===== src/rtl/cpu65_pkg.sv =====
// Shared types and constants for the cpu65 interrupt logic: interrupt kinds,
// vector low bytes and the interrupt controller state encoding.
package cpu65_pkg;

    typedef enum logic [1:0] {
        KIND_RES = 2'd0,
        KIND_NMI = 2'd1,
        KIND_IRQ = 2'd2,
        KIND_BRK = 2'd3
    } int_kind_e;

    typedef enum logic [1:0] {
        ST_IDLE     = 2'd0,
        ST_RES_HOLD = 2'd1,
        ST_SEQ      = 2'd2,
        ST_WAIT     = 2'd3
    } fsm_state_e;

    localparam logic [7:0] VEC_LO_NMI = 8'hFA;
    localparam logic [7:0] VEC_LO_RES = 8'hFC;
    localparam logic [7:0] VEC_LO_IRQ = 8'hFE;

    // IRQ and BRK share the same vector
    function automatic logic [7:0] vec_base(input int_kind_e kind);
        case (kind)
            KIND_RES: vec_base = VEC_LO_RES;
            KIND_NMI: vec_base = VEC_LO_NMI;
            default:  vec_base = VEC_LO_IRQ;
        endcase
    endfunction

endpackage


===== src/rtl/pin_sync.sv =====
// Two-flop synchronizer for an active-low external pin; resets to the
// inactive (high) level.
module pin_sync (
    input  logic clk,
    input  logic rst,
    input  logic d,
    output logic q
);
    logic [1:0] r_sync;

    always_ff @(posedge clk or posedge rst) begin
        if (rst) r_sync <= 2'b11;
        else     r_sync <= {r_sync[0], d};
    end

    assign q = r_sync[1];

endmodule


===== src/rtl/interrupt_control.sv =====
// RES/NMI/IRQ/BRK arbitration and the 7-step interrupt sequence of a 65C02-style core.
// Define INTC_WAI_EN to include the WAI halt state; otherwise waiting is tied low.
module interrupt_control
    import cpu65_pkg::*;
(
    input  logic       fclk,
    input  logic       reset,
    input  logic       cyc_end,
    input  logic       rdy,
    input  logic       resb,
    input  logic       nmib,
    input  logic       irqb,
    input  logic       sync,
    input  logic       brk_op,
    input  logic       wai_op,
    input  logic       i_flag,
    output logic       seq_active,
    output logic [1:0] int_kind,
    output logic [2:0] seq_step,
    output logic       stack_wr,
    output logic       vp_n,
    output logic [7:0] vec_lo,
    output logic       push_b,
    output logic       set_i_clr_d,
    output logic       waiting
);
    logic w_resb_s, w_nmib_s, w_irqb_s;

    pin_sync u_sync_resb (.clk(fclk), .rst(reset), .d(resb), .q(w_resb_s));
    pin_sync u_sync_nmib (.clk(fclk), .rst(reset), .d(nmib), .q(w_nmib_s));
    pin_sync u_sync_irqb (.clk(fclk), .rst(reset), .d(irqb), .q(w_irqb_s));

    fsm_state_e r_state, w_state_next;
    int_kind_e  r_kind, w_kind_next;
    logic [2:0] r_step, w_step_next;
    logic       r_push_b, w_push_next;
    logic [1:0] r_res_cnt;
    logic       r_nmib_prev, r_nmi_pend, r_set_i;
    logic       w_adv, w_res_qual, w_irq, w_nmi_clr;

    assign w_adv      = cyc_end & rdy;
    // Second consecutive low sample of resb qualifies the reset
    assign w_res_qual = w_adv & ~w_resb_s & (r_res_cnt != 2'd0);
    assign w_irq      = ~w_irqb_s & ~i_flag;
    assign w_nmi_clr  = w_adv && (r_state == ST_SEQ) && (r_step == 3'd5) && (r_kind == KIND_NMI);

    always_ff @(posedge fclk or posedge reset) begin
        if (reset) begin
            r_res_cnt <= 2'd2;
        end else if (w_adv) begin
            if (w_resb_s)                 r_res_cnt <= 2'd0;
            else if (r_res_cnt != 2'd2)   r_res_cnt <= r_res_cnt + 2'd1;
        end
    end

    // Edge latch runs every fclk so an NMI edge is never lost while rdy is low
    always_ff @(posedge fclk or posedge reset) begin
        if (reset) begin
            r_nmib_prev <= 1'b1;
            r_nmi_pend  <= 1'b0;
        end else begin
            r_nmib_prev <= w_nmib_s;
            if (r_nmib_prev & ~w_nmib_s) r_nmi_pend <= 1'b1;
            else if (w_nmi_clr)          r_nmi_pend <= 1'b0;
        end
    end

    always_ff @(posedge fclk or posedge reset) begin
        if (reset) begin
            r_state  <= ST_RES_HOLD;
            r_kind   <= KIND_RES;
            r_step   <= 3'd0;
            r_push_b <= 1'b0;
            r_set_i  <= 1'b0;
        end else begin
            r_state  <= w_state_next;
            r_kind   <= w_kind_next;
            r_step   <= w_step_next;
            r_push_b <= w_push_next;
            r_set_i  <= w_adv && (r_state == ST_SEQ) && (r_step == 3'd6) && !w_res_qual;
        end
    end

    always_comb begin
        w_state_next = r_state;
        w_kind_next  = r_kind;
        w_step_next  = r_step;
        w_push_next  = r_push_b;
        if (w_res_qual) begin
            w_state_next = ST_RES_HOLD;
            w_kind_next  = KIND_RES;
            w_step_next  = 3'd0;
            w_push_next  = 1'b0;
        end else if (w_adv) begin
            case (r_state)
                ST_RES_HOLD: begin
                    w_state_next = ST_SEQ;
                    w_kind_next  = KIND_RES;
                    w_step_next  = 3'd0;
                    w_push_next  = 1'b0;
                end
                ST_IDLE: begin
                    if (sync) begin
                        w_step_next = 3'd0;
                        w_push_next = 1'b0;
                        if (r_nmi_pend) begin
                            w_state_next = ST_SEQ;
                            w_kind_next  = KIND_NMI;
                        end else if (w_irq) begin
                            w_state_next = ST_SEQ;
                            w_kind_next  = KIND_IRQ;
                        end else if (brk_op) begin
                            w_state_next = ST_SEQ;
                            w_kind_next  = KIND_BRK;
                            w_push_next  = 1'b1;
`ifdef INTC_WAI_EN
                        end else if (wai_op) begin
                            w_state_next = ST_WAIT;
`endif
                        end else begin
                            w_push_next = r_push_b;
                        end
                    end
                end
                ST_SEQ: begin
                    if (r_step == 3'd6) begin
                        w_state_next = ST_IDLE;
                        w_step_next  = 3'd0;
                    end else begin
                        w_step_next = r_step + 3'd1;
                        // NMI hijacks an IRQ/BRK before the vector fetch; push_b is left alone
                        if (r_nmi_pend && (r_step <= 3'd4) && (r_kind != KIND_RES))
                            w_kind_next = KIND_NMI;
                    end
                end
`ifdef INTC_WAI_EN
                ST_WAIT: begin
                    if (r_nmi_pend) begin
                        w_state_next = ST_SEQ;
                        w_kind_next  = KIND_NMI;
                        w_step_next  = 3'd0;
                        w_push_next  = 1'b0;
                    end else if (~w_irqb_s) begin
                        w_state_next = i_flag ? ST_IDLE : ST_SEQ;
                        w_kind_next  = i_flag ? r_kind : KIND_IRQ;
                        w_step_next  = 3'd0;
                        w_push_next  = i_flag ? r_push_b : 1'b0;
                    end
                end
`endif
                default: w_state_next = ST_IDLE;
            endcase
        end
    end

    always_comb begin
        seq_active = (r_state == ST_SEQ);
        stack_wr   = seq_active && (r_kind != KIND_RES) && (r_step >= 3'd2) && (r_step <= 3'd4);
        vp_n       = !(seq_active && (r_step >= 3'd5));
        vec_lo     = vec_base(r_kind) | {7'd0, seq_active && (r_step == 3'd6)};
`ifdef INTC_WAI_EN
        waiting    = (r_state == ST_WAIT);
`else
        waiting    = 1'b0;
`endif
    end

`ifndef INTC_WAI_EN
    logic w_unused_wai;
    assign w_unused_wai = wai_op;
`endif

    assign int_kind    = r_kind;
    assign seq_step    = r_step;
    assign push_b      = r_push_b;
    assign set_i_clr_d = r_set_i;

endmodule


===== config.mk =====
export PLATFORM = sky130hd
export DESIGN_NAME = interrupt_control
export DESIGN_NICKNAME = d
export VERILOG_FILES = /design/src/rtl/cpu65_pkg.sv /design/src/rtl/pin_sync.sv /design/src/rtl/interrupt_control.sv
export SDC_FILE = /design/constraint.sdc
export NUM_CORES = 1
export LEC_CHECK = 0
export ABC_AREA = 1
export CAP_MARGIN = 20
export CORE_MARGIN = 2
export CORE_UTILIZATION = 52
export CTS_BUF_LIST = sky130_fd_sc_hd__clkbuf_4
export CTS_CLUSTER_DIAMETER = 40
export DETAILED_ROUTE_END_ITERATION = 10
export PLACE_DENSITY_LB_ADDON = 0.25
export SLEW_MARGIN = 15
export SYNTH_ARGS = -nofsm -noshare
export SYNTH_HDL_FRONTEND = slang
export SYNTH_SLANG_ARGS = --single-unit

===== constraint.sdc =====
create_clock -name fclk -period 3 [get_ports fclk]
set_input_delay 0.3 -clock fclk [delete_from_list [all_inputs] [get_ports fclk]]
set_output_delay 0.3 -clock fclk [all_outputs]
set_load 0.01 [all_outputs]

==> summary.txt <==
Floorplanning
  • Core area: 0.00192 sq mm
  • DIE HEIGHT: 48.7 um
  • Row Count: 16
  • I/O pin count: 30
  • Die Wd: 48.7 um
  • Starting Density: 54.0%
  • Full die area: 0.00237 sq mm

CTS
  • Root buffer cell: clkbuf_4
  • CTS tree: done
  • Clk_lat worst skew: 300 ps
  • H-Tree Depth: 1
  • Max Buffers Root-to-Sink: 2
  • Clk sinks: 19
  • Setup bufs post-CTS: 0
  • Resize count post-CTS: 0
  • Hold Buf Count CTS: 0
  • CTS buffer count: 3
  • Clock transition at the registers of the reported paths: 100 ps

Timing
  • Tcrit/Tclk final: 70.1%
  • Total negative slack: 0 ps
  • Unrepaired setup endpoints after global routing: no
  • Max Freq: 476 MHz
  • Fin crit period: 2100 ps
  • Relative slew slack: 53.7%
  • Final Hold Fails: 0
  • Pins Over Slew Limit: 0
  • Clk_skew: 1.56 ps
  • Final setup fails: 0
  • Worst hold slack: 361 ps
  • Worst slew pin tran: 694 ps

Worst setup path
  • Crit end category: output pin
  • Required @ worst endpoint: 2700 ps
  • Critical path class: reg -> out
  • CP startpoint kind: register
  • Worst EP arrival: 1800 ps
  • CP Max Fanout: 8

Detailed routing
  • Top Metal Used: met4
  • Routed wl met2: 1020 um
  • DRC viols: 0
  • Routed met1 length: 891 um
  • Vias per std cell: 4.79
  • Met3 routed WL: 74 um
  • Total routed wirelength: 2030 um
  • First-pass detailed-route iteration total: 4
  • Routed wire per std cell: 11.6 um
  • Vias: 838
  • 1st-iter DRT viols: 23
  • Post-DRT Antenna Nets: 0

GRT
  • Initial antenna violation count: 0
  • Tot GR Track Use: 18.2%
  • Largest net degree at the start of global routing: 20
  • Vias in the first global route: 768
  • Total gr overflow: 0
  • First-pass GRT wire length: 3350 um

Layout
  • Antenna diodes: 0
  • Register Area: 487 sq um
  • Area of the multi-input gates: 457 sq um
  • Fill cells: 163
  • NumNets Final: 162
  • Share of layout cells above drive strength 1: 17.6%
  • P&R area growth vs syn: 24.5%

Power
  • Combinational power share: 44.0%
  • Power Internal: 0.000563 W
  • Maximum VDD drop: 0.000439 V
  • Sw Share: 39.4%
  • Psw: 0.000365 W
  • Clock share of power: 14.7%
  • Static Leakage: 0.625 nW
  • PwrDens: 718 mW/mm^2
  • Reg power frac: 41.4%

Min path
  • Hold WC Path Type: reg -> reg

Synth
  • Ys Warns: 0
  • Syn avg cell area: 8.37 sq um
  • Seq cells post-synth: 19
  • Mapped cell area: 0.00104 sq mm
  • Seq/Total Area, Yosys: 46.9%
  • Post-Synthesis Cells: 124
  • Synth cell types: 26

Placed design
  • Gpl congestion: 0.834
  • Buffers on Ports: 22
  • Hpwl dp: 1470 um

Status
  • Status: complete, no violations

Flow run
  • Max-cap violations: 0
[layout make-up]
class | instances | share of cell area [%]
repair buffers | 22 | 17.0
multi-input cells | 86 | 35.3
well taps | 27 | 2.61
inverters | 17 | 5.03
flip-flops and latches | 19 | 37.7
clock buffers | 4 | 2.32
[path summary, 6_finish.rpt]
check                                      start                     to  slack [ps]  depth (start not counted)
min in group asynchronous                  reset            seq_step[0]         400                          2
max in group asynchronous                  reset             r_state[1]        2170                          2
min reg2reg                u_sync_resb.r_sync[0]  u_sync_resb.r_sync[1]         360                          0
min                        u_sync_resb.r_sync[0]  u_sync_resb.r_sync[1]         360                          0
max                                  seq_step[1]               stack_wr         900                          4
max reg2reg                         r_res_cnt[1]             r_state[1]        1250                          8
[cell usage in the layout (no fill, tap or decap), types with 5 or more instances in the layout]
cell	Yosys	routed
nand2_1	29	29
clkdlybuf4s50_1	0	22
inv_1	14	14
nor2_1	12	12
dfrtp_1	10	10
dfstp_2	9	9
conb_1	2	6
nand3_1	5	5
[metal layers]
layer  GRT usage [%]  up-vias
met5               0        -
met4            7.14        0
met3            1.85        5
met2            32.0       22
met1            23.1      386
li1                -      425
[power groups by stage]
stage	Combinational (W)	Sequential, W	Clock (W)
finish	0.000408	0.000384	0.000136
global route	0.000449	0.000391	0.000152
CTS	0.000409	0.000383	0.000142
detailed placement	0.000403	0.000387	0
global placement	0.000397	0.000383	0
floorplan	0.000257	0.000386	0
[cells by family (layout without fill, tap and decap cells)]
logic type / after synthesis / in the layout / synth area share [%]
xor+xnor: 1 / 1 / 0.844
other cells: 2 / 6 / 0.723
simple gates: 64 / 64 / 31.3
compound gates: 13 / 13 / 7.23
fa+ha+maj: 2 / 2 / 2.41
buf+inv: 23 / 43 / 10.6
flops: 19 / 19 / 46.9
[stage by stage]
stage | utilization [%] | std cells | worst slack [ps] | power [W] | instance area [sq um]
floorplan | - | 128 | 1480 | 0.000643 | 1050
detailed placement | 65.7 | 171 | 1230 | 0.000790 | 1260
CTS | 67.3 | 175 | 882 | 0.000934 | 1290
finish | 67.3 | 175 | 898 | 0.000928 | 1290
global route | 67.3 | 175 | 739 | 0.000992 | 1290
global placement | 65.7 | 171 | 1230 | 0.000780 | 1260
[sequential cells by signal, indices dropped and copies added (netlist names)]
signal              cells
u_sync_irqb.r_sync      2
r_res_cnt               2
r_nmi_pend              1
u_sync_nmib.r_sync      2
push_b                  1
int_kind                2
u_sync_resb.r_sync      2
set_i_clr_d             1
r_state                 2
r_nmib_prev             1
seq_step                3
[cells in the mapped netlist]
library cell | instances | area share (%)
nor3b_1 | 1 | 0.72
inv_1 | 14 | 5.1
xor2_1 | 1 | 0.84
o22ai_1 | 1 | 0.60
buf_4 | 6 | 4.3
nand2_1 | 29 | 10
o21bai_1 | 2 | 1.4
nor2_1 | 12 | 4.3
nand3b_1 | 2 | 1.4
nor2_4 | 3 | 3.3
nand4_2 | 1 | 1.2
nor3_1 | 4 | 1.9
inv_2 | 2 | 0.72
nand4_1 | 2 | 1.2
o21ai_2 | 1 | 0.84
ha_1 | 2 | 2.4
nand2_2 | 4 | 2.4
a21oi_1 | 2 | 0.96
o21ai_0 | 3 | 1.4
nand3b_4 | 1 | 1.9
nand3_1 | 5 | 2.4
clkinv_2 | 1 | 0.48
dfstp_2 | 9 | 23
dfrtp_1 | 10 | 24
o21ai_1 | 4 | 1.9
conb_1 | 2 | 0.72
[critical path, stage by stage, from the launching register on]
cell and delay (ps):
dfrtp_1 470, o21ai_0 260, inv_1 80, nor3_1 130
clkdlybuf4s50_1 560
(Power assumes the default switching activity.)
